===== src/rtl/rv_pkg.sv =====
// ============================================================================
// Module : rv_pkg
// Brief  : RV32I opcode constants and run-sequencer state type.
// Rev    : 1.0
// ============================================================================
`default_nettype none

package rv_pkg;

  localparam logic [6:0] OPC_LUI    = 7'b0110111;
  localparam logic [6:0] OPC_AUIPC  = 7'b0010111;
  localparam logic [6:0] OPC_JAL    = 7'b1101111;
  localparam logic [6:0] OPC_JALR   = 7'b1100111;
  localparam logic [6:0] OPC_BRANCH = 7'b1100011;
  localparam logic [6:0] OPC_LOAD   = 7'b0000011;
  localparam logic [6:0] OPC_STORE  = 7'b0100011;
  localparam logic [6:0] OPC_OPIMM  = 7'b0010011;
  localparam logic [6:0] OPC_OP     = 7'b0110011;
  localparam logic [6:0] OPC_FENCE  = 7'b0001111;
  localparam logic [6:0] OPC_SYS    = 7'b1110011;

  typedef enum logic [2:0] {
    IDLE   = 3'd0,
    LOAD   = 3'd1,
    LOADED = 3'd2,
    RUN    = 3'd3,
    HALT   = 3'd4
  } seq_state_t;

endpackage

`default_nettype wire


===== src/rtl/seq_watchdog.sv =====
// ============================================================================
// Module : seq_watchdog
// Brief  : Saturating released-cycle counter with watchdog limit flag.
// Rev    : 1.0
// ============================================================================
`default_nettype none

module seq_watchdog #(
  parameter int MAX_CYCLES = 100000,
  parameter int CNT_W      = 32
) (
  input  logic             clk_i,
  input  logic             rst_i,
  input  logic             inc_i,
  output logic [CNT_W-1:0] count_o,
  output logic             limit_o
);

  localparam logic [63:0]      C_LIMIT = 64'(MAX_CYCLES);
  localparam logic [CNT_W-1:0] C_SAT   = '1;

  logic [CNT_W-1:0] count_q;
  logic [CNT_W-1:0] count_d;

  always_comb begin
    count_d = count_q;
    if (inc_i && (count_q != C_SAT)) begin
      count_d = count_q + CNT_W'(1);
    end
  end

  always_ff @(posedge clk_i) begin
    if (rst_i) begin
      count_q <= '0;
    end else begin
      count_q <= count_d;
    end
  end

  // Compared at 64 bits so a limit beyond the counter range simply never fires.
  assign limit_o = (64'(count_q) >= C_LIMIT);
  assign count_o = count_q;

endmodule

`default_nettype wire


===== src/rtl/cpu_run_sequencer.sv =====
// ============================================================================
// Module : cpu_run_sequencer
// Brief  : Loads a program image into imem, runs the core, detects halt.
// Rev    : 1.0
// ============================================================================
`default_nettype none

module cpu_run_sequencer
  import rv_pkg::*;
#(
  parameter int IMEM_WORDS = 256,
  parameter int MAX_CYCLES = 100000,
  parameter int CNT_W      = 32
) (
  input  logic                          clk_i,
  input  logic                          reset_i,
  input  logic                          load_valid_i,
  output logic                          load_ready_o,
  input  logic [31:0]                   load_data_i,
  input  logic                          load_last_i,
  input  logic                          run_i,
  input  logic                          clear_i,
  output logic                          imem_we_o,
  output logic [$clog2(IMEM_WORDS)-1:0] imem_waddr_o,
  output logic [31:0]                   imem_wdata_o,
  output logic                          cpu_resetn_o,
  input  logic [31:0]                   cpu_instr_i,
  input  logic [31:0]                   cpu_pc_i,
  output logic                          halted_o,
  output logic                          timeout_o,
  output logic                          load_trunc_o,
  output logic [31:0]                   halt_pc_o,
  output logic [CNT_W-1:0]              cycle_count_o
);

  localparam int           AW         = $clog2(IMEM_WORDS);
  localparam logic [AW-1:0] C_LAST_IDX = AW'(IMEM_WORDS - 1);

  seq_state_t  state_q, state_d;
  logic        load_ready_q, load_ready_d;
  logic [AW-1:0] idx_q, idx_d;
  logic        we_q, we_d;
  logic [AW-1:0] waddr_q, waddr_d;
  logic [31:0] wdata_q, wdata_d;
  logic        resetn_q, resetn_d;
  logic        halted_q, halted_d;
  logic        timeout_q, timeout_d;
  logic        trunc_q, trunc_d;
  logic [31:0] halt_pc_q, halt_pc_d;

  logic w_accept;
  logic w_sys;
  logic w_clear;
  logic w_cnt_inc;
  logic w_cnt_rst;
  logic w_limit;
  logic w_unused_instr;

  assign w_accept  = (state_q == LOAD) && load_valid_i && load_ready_q;
  assign w_sys     = resetn_q && (cpu_instr_i[6:0] == OPC_SYS);
  assign w_clear   = (state_q == HALT) && clear_i;
  assign w_cnt_inc = (state_q == RUN) && resetn_q && !w_sys && !w_limit;
  assign w_cnt_rst = reset_i || w_clear;

  assign w_unused_instr = ^cpu_instr_i[31:7];

  seq_watchdog #(
    .MAX_CYCLES (MAX_CYCLES),
    .CNT_W      (CNT_W)
  ) u_watchdog (
    .clk_i   (clk_i),
    .rst_i   (w_cnt_rst),
    .inc_i   (w_cnt_inc),
    .count_o (cycle_count_o),
    .limit_o (w_limit)
  );

  always_comb begin
    state_d      = state_q;
    load_ready_d = load_ready_q;
    idx_d        = idx_q;
    we_d         = 1'b0;
    waddr_d      = waddr_q;
    wdata_d      = wdata_q;
    resetn_d     = resetn_q;
    halted_d     = halted_q;
    timeout_d    = timeout_q;
    trunc_d      = trunc_q;
    halt_pc_d    = halt_pc_q;

    case (state_q)
      IDLE: begin
        state_d      = LOAD;
        load_ready_d = 1'b1;
      end
      LOAD: begin
        if (w_accept) begin
          we_d    = 1'b1;
          waddr_d = idx_q;
          wdata_d = load_data_i;
          // The index is frozen on the final word so it can never wrap.
          if (load_last_i || (idx_q == C_LAST_IDX)) begin
            state_d      = LOADED;
            load_ready_d = 1'b0;
            trunc_d      = !load_last_i;
          end else begin
            idx_d = idx_q + AW'(1);
          end
        end
      end
      LOADED: begin
        if (run_i) begin
          state_d  = RUN;
          resetn_d = 1'b1;
        end
      end
      RUN: begin
        if (w_sys) begin
          state_d   = HALT;
          halted_d  = 1'b1;
          halt_pc_d = cpu_pc_i;
        end else if (w_limit) begin
          state_d   = HALT;
          halted_d  = 1'b1;
          timeout_d = 1'b1;
          halt_pc_d = cpu_pc_i;
          resetn_d  = 1'b0;
        end
      end
      HALT: begin
        if (clear_i) begin
          state_d      = IDLE;
          load_ready_d = 1'b0;
          idx_d        = '0;
          waddr_d      = '0;
          wdata_d      = '0;
          resetn_d     = 1'b0;
          halted_d     = 1'b0;
          timeout_d    = 1'b0;
          trunc_d      = 1'b0;
          halt_pc_d    = '0;
        end
      end
      default: begin
        state_d = IDLE;
      end
    endcase
  end

  always_ff @(posedge clk_i) begin
    if (reset_i) begin
      state_q      <= IDLE;
      load_ready_q <= 1'b0;
      idx_q        <= '0;
      we_q         <= 1'b0;
      waddr_q      <= '0;
      wdata_q      <= '0;
      resetn_q     <= 1'b0;
      halted_q     <= 1'b0;
      timeout_q    <= 1'b0;
      trunc_q      <= 1'b0;
      halt_pc_q    <= '0;
    end else begin
      state_q      <= state_d;
      load_ready_q <= load_ready_d;
      idx_q        <= idx_d;
      we_q         <= we_d;
      waddr_q      <= waddr_d;
      wdata_q      <= wdata_d;
      resetn_q     <= resetn_d;
      halted_q     <= halted_d;
      timeout_q    <= timeout_d;
      trunc_q      <= trunc_d;
      halt_pc_q    <= halt_pc_d;
    end
  end

  assign load_ready_o = load_ready_q;
  assign imem_we_o    = we_q;
  assign imem_waddr_o = waddr_q;
  assign imem_wdata_o = wdata_q;
  assign cpu_resetn_o = resetn_q;
  assign halted_o     = halted_q;
  assign timeout_o    = timeout_q;
  assign load_trunc_o = trunc_q;
  assign halt_pc_o    = halt_pc_q;

endmodule

`default_nettype wire


===== config.mk =====
export PLATFORM = sky130hd
export DESIGN_NAME = cpu_run_sequencer
export DESIGN_NICKNAME = d
export VERILOG_FILES = /design/src/rtl/rv_pkg.sv /design/src/rtl/seq_watchdog.sv /design/src/rtl/cpu_run_sequencer.sv
export SDC_FILE = /design/constraint.sdc
export NUM_CORES = 1
export LEC_CHECK = 0
export ABC_AREA = 1
export BUFFER_PORTS_ARGS = -buffer_cell sky130_fd_sc_hd__buf_2
export CORE_MARGIN = 2
export CORE_UTILIZATION = 44
export CTS_CLUSTER_SIZE = 28
export DETAILED_ROUTE_END_ITERATION = 6
export GPL_TIMING_DRIVEN = 0
export PLACE_DENSITY = 0.86
export SYNTH_ARGS = -nofsm -noshare
export SYNTH_HDL_FRONTEND = slang
export SYNTH_SLANG_ARGS = --single-unit

===== constraint.sdc =====
create_clock -name clk_i -period 1.3 [get_ports clk_i]
set_input_delay 0.065 -clock clk_i [delete_from_list [all_inputs] [get_ports clk_i]]
set_output_delay 0.065 -clock clk_i [all_outputs]
set_load 0.05 [all_outputs]

==> impl_metrics.json, run 1 <==
{
  "synth_cells": 695,
  "leakagePower_nw": 4.16,
  "grt_pass1_vias": 5557,
  "clk_pin_slew_ps": 60,
  "wl_per_cell_microns": 16.7,
  "cp_max_fo": 8,
  "worstSkewPairLatency_ps": 420,
  "antenna_found_initial": 0,
  "fp-row-count": 39,
  "final_nets": 1114,
  "worst_slack_ps": -326,
  "grt_max_degree": 17,
  "holdWs_ps": 3.23,
  "min_period_ps": 1630,
  "area_delta_synth_final_pct": 75.3,
  "seq_area_frac_synth_pct": 46.6,
  "ys_ff_latch": 121,
  "setup_viol": 120,
  "critPathCaptureType": "flop",
  "grt_pass1_wl_mm": 26.0,
  "timing.final.crit_share_pct": 125,
  "crit_type": "reg2reg",
  "grt_overflow": 0,
  "cp-start-kind": "flop",
  "slew-limit-headroom_pct": 50.2,
  "pin_count": 212,
  "antennaDiodeCount": 0,
  "powerDensity_nw_per_um2": 1490,
  "synth.distinct_cells": 28,
  "hold_class": "in2reg",
  "gp_congestion": 0.894,
  "layout_commonest_cell": "buf_2",
  "setup_tns_ps": -25210,
  "cts_buffers": 17,
  "die_w_microns": 113,
  "post-place-ws_ps": -303,
  "final_max_slew_viol_count": 0,
  "fillers": 624,
  "synth_top_area_cell": "dfxtp_1",
  "worstPathRequired_ps": 1630,
  "fmax_mhz": 615,
  "htree_levels": 4,
  "grt_usage_pct": 25.2,
  "start_util_pct": 45.3,
  "viasPerCell": 5.27,
  "drtAntennaViolNets": 0,
  "fin_util_pct": 79.4,
  "final_cell_mix": "buf_2 (184), nand2_1 (95), dfxtp_1 (80)",
  "port_buffers": 185,
  "die_area_sq_um": 12700,
  "syn_area_sq_um": 5190,
  "tightestPinTransition_ps": 747,
  "drt-initial-drc-count": 424,
  "yosysWarnings": 0,
  "ff2ff_setup_slack_ps": -330,
  "peakVddDrop_v": 0.00120,
  "hold_violations": 0,
  "rsz0062_at_grt": "true",
  "design.core.area_sq_um": 11500,
  "violations": "setup timing",
  "synth_top_area_share_pct": 46.6,
  "clock_path_buffers": 2,
  "vias": 6135,
  "final_layout_size_suffix_gt1_share_pct": 51.1,
  "synth_nets": 800,
  "syn_area_per_cell_sq_um": 7.47,
  "regArea_sq_um": 2550,
  "fin_skew_ps": 13.5,
  "crit_arrival_ps": 1960,
  "wl_mm": 19.4,
  "root_buffer": "clkbuf_16",
  "yosys-top-cells-area": "dfxtp_1 (47%), nand2_1 (11%), nor2_1 (6.4%), a21oi_1 (6.3%), inv_1 (6.1%)",
  "die_h_microns": 113,
  "status": "complete, but fails checks",
  "total_power_w": 0.0136,
  "first_pass_iters": 5,
  "dp_hpwl_mm": 10.1,
  "cts_sinks": 121,
  "multi_input_area_sq_um": 2990,
  "drv_cap": 0,
  "drcViolationCount": 0,
  "cts_tree": "yes"
}
## cells by family (layout without fill, tap and decap cells)
family	count (synthesis)	after routing	synth area share, %
compound gates	112	112	13.8
fa+ha+maj	3	3	0.723
simple gates	320	321	26.1
xor+xnor	16	16	2.70
flops	121	121	46.6
buf+inv	123	449	10.1
## critical path, stage by stage (launching register included)
cell and delay, ps:
dfxtp_4 340, inv_2 80, nand2_1 70, nor2_2 80
nand2_1 90, nor2_4 160, nand3_4 180, nand2_8 190
buf_8 150, nand2_2 40, a21oi_1 160
## area by class of cell
| cell class | count | share of cell area [%] |
|---|---|---|
| clock inverters | 10 | 0.673 |
| well taps | 143 | 1.96 |
| repair buffers | 295 | 23.1 |
| plain buffers | 33 | 3.74 |
| inverters | 89 | 4.00 |
| flip-flops and latches | 121 | 28.0 |
| clock buffers | 22 | 5.58 |
| multi-input cells | 452 | 32.9 |
## final timing paths
path / from / endpoint / cells after the start
worst max-delay path: u_watchdog.count_o[20] / halt_pc_o[25] / 10
worst min-delay path: cpu_pc_i[9] / halt_pc_o[9] / 5
worst max register to register: u_watchdog.count_o[20] / halt_pc_o[25] / 10
worst min register to register: u_watchdog.count_o[27] / u_watchdog.count_o[27] / 2
## synthesized netlist by cell type
cell type,instances
o21ai_1,8
a21oi_1,65
nor3_1,4
ha_1,3
xnor2_1,4
nand3_2,2
nor2_2,2
clkbuf_1,13
nand3b_1,1
buf_4,3
nand3_1,59
nor2_4,2
dfxtp_1,121
xor2_1,12
nor2_1,89
a21oi_2,1
nand4_1,2
nand2_2,6
o21ai_0,8
nand2_4,1
nand2_1,151
buf_6,4
inv_2,4
buf_2,14
a32o_1,30
inv_4,1
inv_1,84
nand3_4,1
## metal layers
| layer | part of all wire [%] | routed length, microns | global-route usage [%] | vias to the layer above |
|---|---|---|---|---|
| li1 | - | - | - | 2881 |
| met1 | 38 | 7280 | 28.9 | 2866 |
| met2 | 52 | 10200 | 43.8 | 322 |
| met3 | 6.8 | 1330 | 6.10 | 66 |
| met4 | 3.4 | 655 | 12.0 | 0 |
| met5 | 0 | 0 | 0 | - |
## per-stage QoR
stage,instances,cell area (sq um)
finish,1165,9110
global route,1165,9110
CTS,1134,8150
detailed placement,1023,6540
global placement,1023,6540
floorplan,695,5440
## sequential cells by signal, summed over array words and instances (netlist names)
name,count
imem_wdata_o,32
load_ready_o,1
cpu_resetn_o,1
load_trunc_o,1
imem_waddr_o,8
idx_q,8
timeout_o,1
halt_pc_o,32
u_watchdog.count_o,32
halted_o,1
imem_we_o,1
state_q,3
## where the power goes
group | switching (W) | internal [W] | total, W
Clock | 0.00173 | 0.00276 | 0.00450
Sequential | 0.000330 | 0.00403 | 0.00436
Combinational | 0.00300 | 0.00173 | 0.00473
## timing repair
item	in CTS	in global routing
cloned	6	6
pin swaps	23	53
endpoints found under the hold margin	53	0
resized for setup	85	195
buffers inserted	20	27
endpoints found under the setup margin	121	121
hold buffers	53	0
Power figures use the tool's default switching activity.
==> inputs of run 2 (changes only) <==
--- a/config.mk
+++ b/config.mk
@@ -7,6 +7,5 @@
 export LEC_CHECK = 0
-export ABC_AREA = 1
 export BUFFER_PORTS_ARGS = -buffer_cell sky130_fd_sc_hd__buf_2
 export CORE_MARGIN = 2
-export CORE_UTILIZATION = 44
+export CORE_UTILIZATION = 42
 export CTS_CLUSTER_SIZE = 28
@@ -14,3 +13,3 @@
 export GPL_TIMING_DRIVEN = 0
-export PLACE_DENSITY = 0.86
+export PLACE_DENSITY = 0.85
 export SYNTH_ARGS = -nofsm -noshare
--- a/constraint.sdc
+++ b/constraint.sdc
@@ -3,2 +3,2 @@
 set_output_delay 0.065 -clock clk_i [all_outputs]
-set_load 0.05 [all_outputs]
+set_load 0.1 [all_outputs]
==> impl_metrics.json, run 2 <==
{
  "cts_hold_buf": 67,
  "leakagePower_nw": 3.57,
  "port_buffers": 186,
  "regArea_sq_um": 2550,
  "cp_num_buf_inv": 5,
  "gp_congestion": 0.818,
  "cp_cell_sequence": "or4_4 -> o211a_4 -> buf_4 -> buf_6 -> o31ai_4 -> buf_6 -> buf_12 -> clkbuf_16 -> nand2_1 -> a21oi_1",
  "synth_top_area_cell": "dfxtp_1",
  "final_nets": 912,
  "hold_class": "in2reg",
  "fin_skew_ps": 9.30,
  "drcViolationCount": 0,
  "fillers": 515,
  "clock_path_buffers": 2,
  "critPathCaptureType": "flop",
  "rsz0062_at_grt": "true",
  "place_area_sq_um": 5920,
  "die_h_microns": 108,
  "synth_top_area_share_pct": 53.6,
  "worst_slack_ps": -1180,
  "tightestPinTransition_ps": 695,
  "syn_area_sq_um": 4520,
  "min_period_ps": 2480,
  "die_area_sq_um": 11600,
  "grt_usage_pct": 27.0,
  "final_layout_size_suffix_gt1_share_pct": 54.6,
  "status": "complete, but fails checks",
  "final_max_slew_viol_count": 0,
  "total_power_w": 0.0137,
  "syn_area_per_cell_sq_um": 9.23,
  "holdWs_ps": -96.8,
  "cp_max_fo": 7,
  "max_stage_delay_ps": 560,
  "cts_buffers": 17,
  "multi_input_area_sq_um": 2640,
  "pin_count": 212,
  "grt_pass1_wl_mm": 24.6,
  "synth-edff-count": 0,
  "antenna_found_initial": 2,
  "worstSkewPairLatency_ps": 520,
  "cts_tree": "yes",
  "crit_arrival_ps": 2910,
  "layout_commonest_cell": "buf_4",
  "drtAntennaViolNets": 0,
  "wl_mm": 19.6,
  "slowest_stage": "or4_4",
  "grtUsageMet3_pct": 8.84,
  "grtUsageMet1_pct": 28.9,
  "start_util_pct": 43.6,
  "async_flop_share_pct": 0,
  "viasPerCell": 5.64,
  "yosysWarnings": 0,
  "synth_most_common_cell": "dfxtp_1",
  "area_delta_synth_final_pct": 91.9,
  "crit_type": "reg2reg",
  "peakVddDrop_v": 0.00134,
  "seq_area_frac_synth_pct": 53.6,
  "design.core.area_sq_um": 10400,
  "die_w_microns": 108,
  "final_cell_mix": "buf_4 (88), dfxtp_1 (81), buf_2 (77)",
  "htree_levels": 4,
  "grt_max_degree": 17,
  "drt-initial-drc-count": 418,
  "yosys-top-cells-area": "dfxtp_1 (54%), a22o_1 (7.2%), a21oi_1 (5.9%), nand3_1 (5.1%), nand2_1 (5.0%)",
  "clk_pin_slew_ps": 60,
  "fp-row-count": 37,
  "place_inst": 812,
  "ys_ff_latch": 121,
  "grt_overflow": 0,
  "synth_ff_type": "dfxtp_1",
  "cp_common_cell": "buf_6",
  "grt_util_met2_pct": 49.2,
  "vias": 5394,
  "fmax_mhz": 403,
  "slew-limit-headroom_pct": 53.6,
  "synth_nets": 595,
  "dp_hpwl_mm": 9.13,
  "powerDensity_nw_per_um2": 1580,
  "synth.distinct_cells": 46,
  "layoutNonFillerInstCount": 957,
  "wl_per_cell_microns": 20.5,
  "synth_cells": 490,
  "first_pass_iters": 5,
  "final_area_sq_um": 8670,
  "grt_pass1_vias": 5018,
  "cp-start-kind": "flop",
  "setup_viol": 124,
  "root_buffer": "clkbuf_8",
  "hold_violations": 1,
  "synth_common_cells": "dfxtp_1 (121), nand2_1 (60), a21oi_1 (53), nand3_1 (46), a22o_1 (37)",
  "busiest_layer": "met2",
  "drv_cap": 0,
  "violations": "hold timing, setup timing",
  "cts_sinks": 121,
  "timing.final.crit_share_pct": 191,
  "worstPathRequired_ps": 1730,
  "crit_family": "buffers and inverters"
}
[run 2: area by class of cell]
cell class	count	share of cell area (%)
Buffer	28	2.94
Multi-Input combinational cell	330	30.5
Tap cell	136	1.96
Timing Repair Buffer	301	27.7
Inverter	8	0.433
Clock buffer	23	5.87
Clock inverter	9	1.24
Antenna cell	1	0.0289
Sequential cell	121	29.4
[run 2: power by group]
group | internal, W | switching, W
clock network | 0.00311 | 0.00175
registers | 0.00394 | 0.000253
logic | 0.00163 | 0.00302
[run 2: kinds of logic (layout without fill, tap and decap cells)]
| logic type | Yosys count | after routing | synth area share [%] |
|---|---|---|---|
| and+or+nand+nor | 195 | 195 | 21.8 |
| xor gates and xnor gates | 14 | 14 | 2.71 |
| DFF | 121 | 121 | 53.6 |
| adders and majority gates | 3 | 3 | 0.830 |
| other | 0 | 1 | 0 |
| buffers and inverters | 39 | 369 | 3.57 |
| muxes | 2 | 2 | 0.443 |
| AOI/OAI and AO/OA | 116 | 116 | 17.0 |
[run 2: per-layer routing]
layer  up-vias  wire [microns]
li1       2398               -
met1      2581            6830
met2       337           10300
met3        76            1610
met4         2             812
met5         -              13
[run 2: through the flow]
step	setup WS, ps	TNS [ps]	util, %
after floorplan	-1170	-66210	-
after global placement	-1530	-99640	57.1
after detailed placement	-1600	-103830	57.1
after CTS	-1080	-76090	75.4
after global routing	-1200	-89240	83.6
final	-1180	-84440	83.6
[run 2: final timing paths]
kind	from	end	slack [ps]	depth (start not counted)
max	u_watchdog.count_o[12]	halt_pc_o[3]	-1180	10
min	load_last_i	load_trunc_o	-100	4
max reg2reg	u_watchdog.count_o[12]	halt_pc_o[3]	-1180	10
min reg2reg	halt_pc_o[2]	halt_pc_o[2]	460	2
[run 2: tightest hold or removal path: cells and delay by family]
| kind | cells | cell delay (ps) |
|---|---|---|
| and+or+nand+nor | 2 | 120 |
| buffers and inverters | 1 | 100 |
| AOI/OAI and AO/OA | 1 | 70 |
[run 2: repair_timing]
item                                    4_1_cts  5_1_grt
resized for setup                           127      204
hold endpoints to repair                     70        1
setup buffers                                15       31
gates cloned                                  4        1
pin swaps                                    34       64
endpoints found under the setup margin      231      166
==> inputs of run 3 (changes only) <==
Settings changed: SKIP_CTS_REPAIR_TIMING from default to 1.
==> impl_metrics.json, run 3 (synthesized netlist as in run 2, its figures left out) <==
{
  "status": "complete, but fails checks",
  "violations": "hold timing, setup timing",
  "fmax_mhz": 418,
  "fillers": 653,
  "layout_commonest_cell": "buf_2",
  "die_area_sq_um": 11600,
  "hold_violations": 2,
  "antenna_found_initial": 1,
  "setup_tns_ps": -72420,
  "hold_class": "in2reg",
  "place_area_sq_um": 5920,
  "design.core.area_sq_um": 10400,
  "drtAntennaViolNets": 0,
  "grt_overflow": 0,
  "wl_mm": 16.2,
  "crit_arrival_ps": 2820,
  "crit_type": "reg2reg",
  "grt_pass1_vias": 4162,
  "cts_buffers": 17,
  "total_power_w": 0.0129,
  "worst_r2r_endpoint": "u_watchdog.count_o[13]",
  "worst_slack_ps": -1090,
  "cp_cell_sequence": "or4_4 -> o211a_1 -> buf_6 -> or4_4 -> buf_6 -> or3_1 -> a21oi_1",
  "first_pass_iters": 4,
  "fin_util_pct": 76.5,
  "worstPathRequired_ps": 1730,
  "max_stage_delay_ps": 550,
  "tightestPinTransition_ps": 679,
  "drt-initial-drc-count": 401,
  "final_cell_mix": "buf_2 (168), dfxtp_1 (82), dlygate4sd3_1 (66)",
  "leakagePower_nw": 3.39,
  "cts_tree": "yes",
  "final_layout_size_suffix_gt1_share_pct": 47.0,
  "slowest_stage": "or4_4",
  "powerDensity_nw_per_um2": 1620,
  "port_buffers": 186,
  "start_util_pct": 43.6,
  "area_delta_synth_final_pct": 75.4,
  "die_h_microns": 108,
  "hold_path.startpoint": "load_last_i",
  "grt_pass1_wl_mm": 19.7,
  "ff2ff_setup_slack_ps": -1090,
  "timing.final.crit_share_pct": 184,
  "viasPerCell": 5.36,
  "rsz0062_at_grt": "true",
  "reg2reg_depth": 7,
  "dp_hpwl_mm": 9.13,
  "drv_cap": 0,
  "pin_count": 212,
  "drcViolationCount": 0,
  "final_nets": 886,
  "holdWs_ps": -103,
  "htree_levels": 4,
  "cp-start-kind": "flop",
  "min_period_ps": 2390,
  "final_max_slew_viol_count": 0,
  "final_area_sq_um": 7930,
  "gp_congestion": 0.818,
  "cp_max_fo": 6,
  "holdPathEnd": "load_trunc_o",
  "grt_max_degree": 17,
  "cts_sinks": 121,
  "critPathCaptureType": "flop",
  "peakVddDrop_v": 0.00118,
  "fp-row-count": 37,
  "setup_viol": 199,
  "slew-limit-headroom_pct": 54.7,
  "fin_skew_ps": 8.94,
  "grt_usage_pct": 21.4,
  "root_buffer": "clkbuf_8",
  "wl_per_cell_microns": 17.4,
  "worstSkewPairLatency_ps": 510,
  "die_w_microns": 108,
  "clock_path_buffers": 2,
  "vias": 4993,
  "min_path_cells": 4,
  "clk_pin_slew_ps": 60,
  "regToRegStartpoint": "u_watchdog.count_o[13]"
}
==> run 3: cell types whose count changed in the layout (fill, tap and decap cells not counted), moves of 7 or more <==
| cell | before | now |
|---|---|---|
| nand2_1 | 35 | 44 |
| and2_1 | 0 | 15 |
| and2_4 | 15 | 0 |
| buf_2 | 77 | 168 |
| buf_6 | 33 | 17 |
| a21oi_1 | 22 | 29 |
| buf_4 | 88 | 26 |
| clkbuf_4 | 36 | 1 |
==> run 3: worst max-delay path by stage <==
stage	cells after the start	slack (ps)	startpoint	to
after global placement	7	-1530	u_watchdog.count_o[13]	halt_pc_o[14]
after global routing	7	-1180	state_q[0]	u_watchdog.count_o[9]
after CTS	7	-1640	u_watchdog.count_o[13]	halt_pc_o[19]
after floorplan	7	-1170	u_watchdog.count_o[13]	u_watchdog.count_o[15]
after detailed placement	7	-1600	u_watchdog.count_o[13]	halt_pc_o[19]
final	7	-1090	u_watchdog.count_o[13]	u_watchdog.count_o[13]
==> run 3: worst max-delay path: cells and delay by family (launching register included) <==
| kind | cells | cell delay [ps] |
|---|---|---|
| DFF | 1 | 360 |
| buffers and inverters | 2 | 290 |
| and+or+nand+nor | 3 | 1320 |
| AOI/OAI and AO/OA | 2 | 360 |
==> run 3: final cells by class <==
type | count | area, sq um | area share [%]
Antenna cell | 1 | 2.50 | 0.0316
Tap cell | 136 | 170 | 2.15
Buffer | 31 | 256 | 3.23
Inverter | 8 | 35.0 | 0.442
Timing Repair Buffer | 272 | 1920 | 24.2
Sequential cell | 121 | 2540 | 32.1
Multi-Input combinational cell | 330 | 2380 | 30.0
Clock inverter | 9 | 108 | 1.36
Clock buffer | 23 | 509 | 6.42
==> run 3: report_power, final <==
group          internal (W)  total (W)  leakage, nW  switching [W]
combinational       0.00120    0.00389         2.09        0.00268
clock               0.00311    0.00481        0.301        0.00170
sequential          0.00394    0.00416         1.00       0.000217
total               0.00825     0.0129         3.39        0.00460
==> run 3: per-stage QoR <==
step                cells  worst slack [ps]
global placement      812             -1530
detailed placement    812             -1600
finish                931             -1090
floorplan             490             -1170
CTS                   844             -1640
global route          930             -1180
==> run 3: routing by layer <==
metal | up-vias | part of all wire, % | global-route usage, %
li1 | 2341 | - | -
met5 | - | 0.080 | 0
met4 | 2 | 1.7 | 5.22
met3 | 32 | 6.3 | 7.57
met2 | 218 | 53 | 37.0
met1 | 2400 | 39 | 25.1
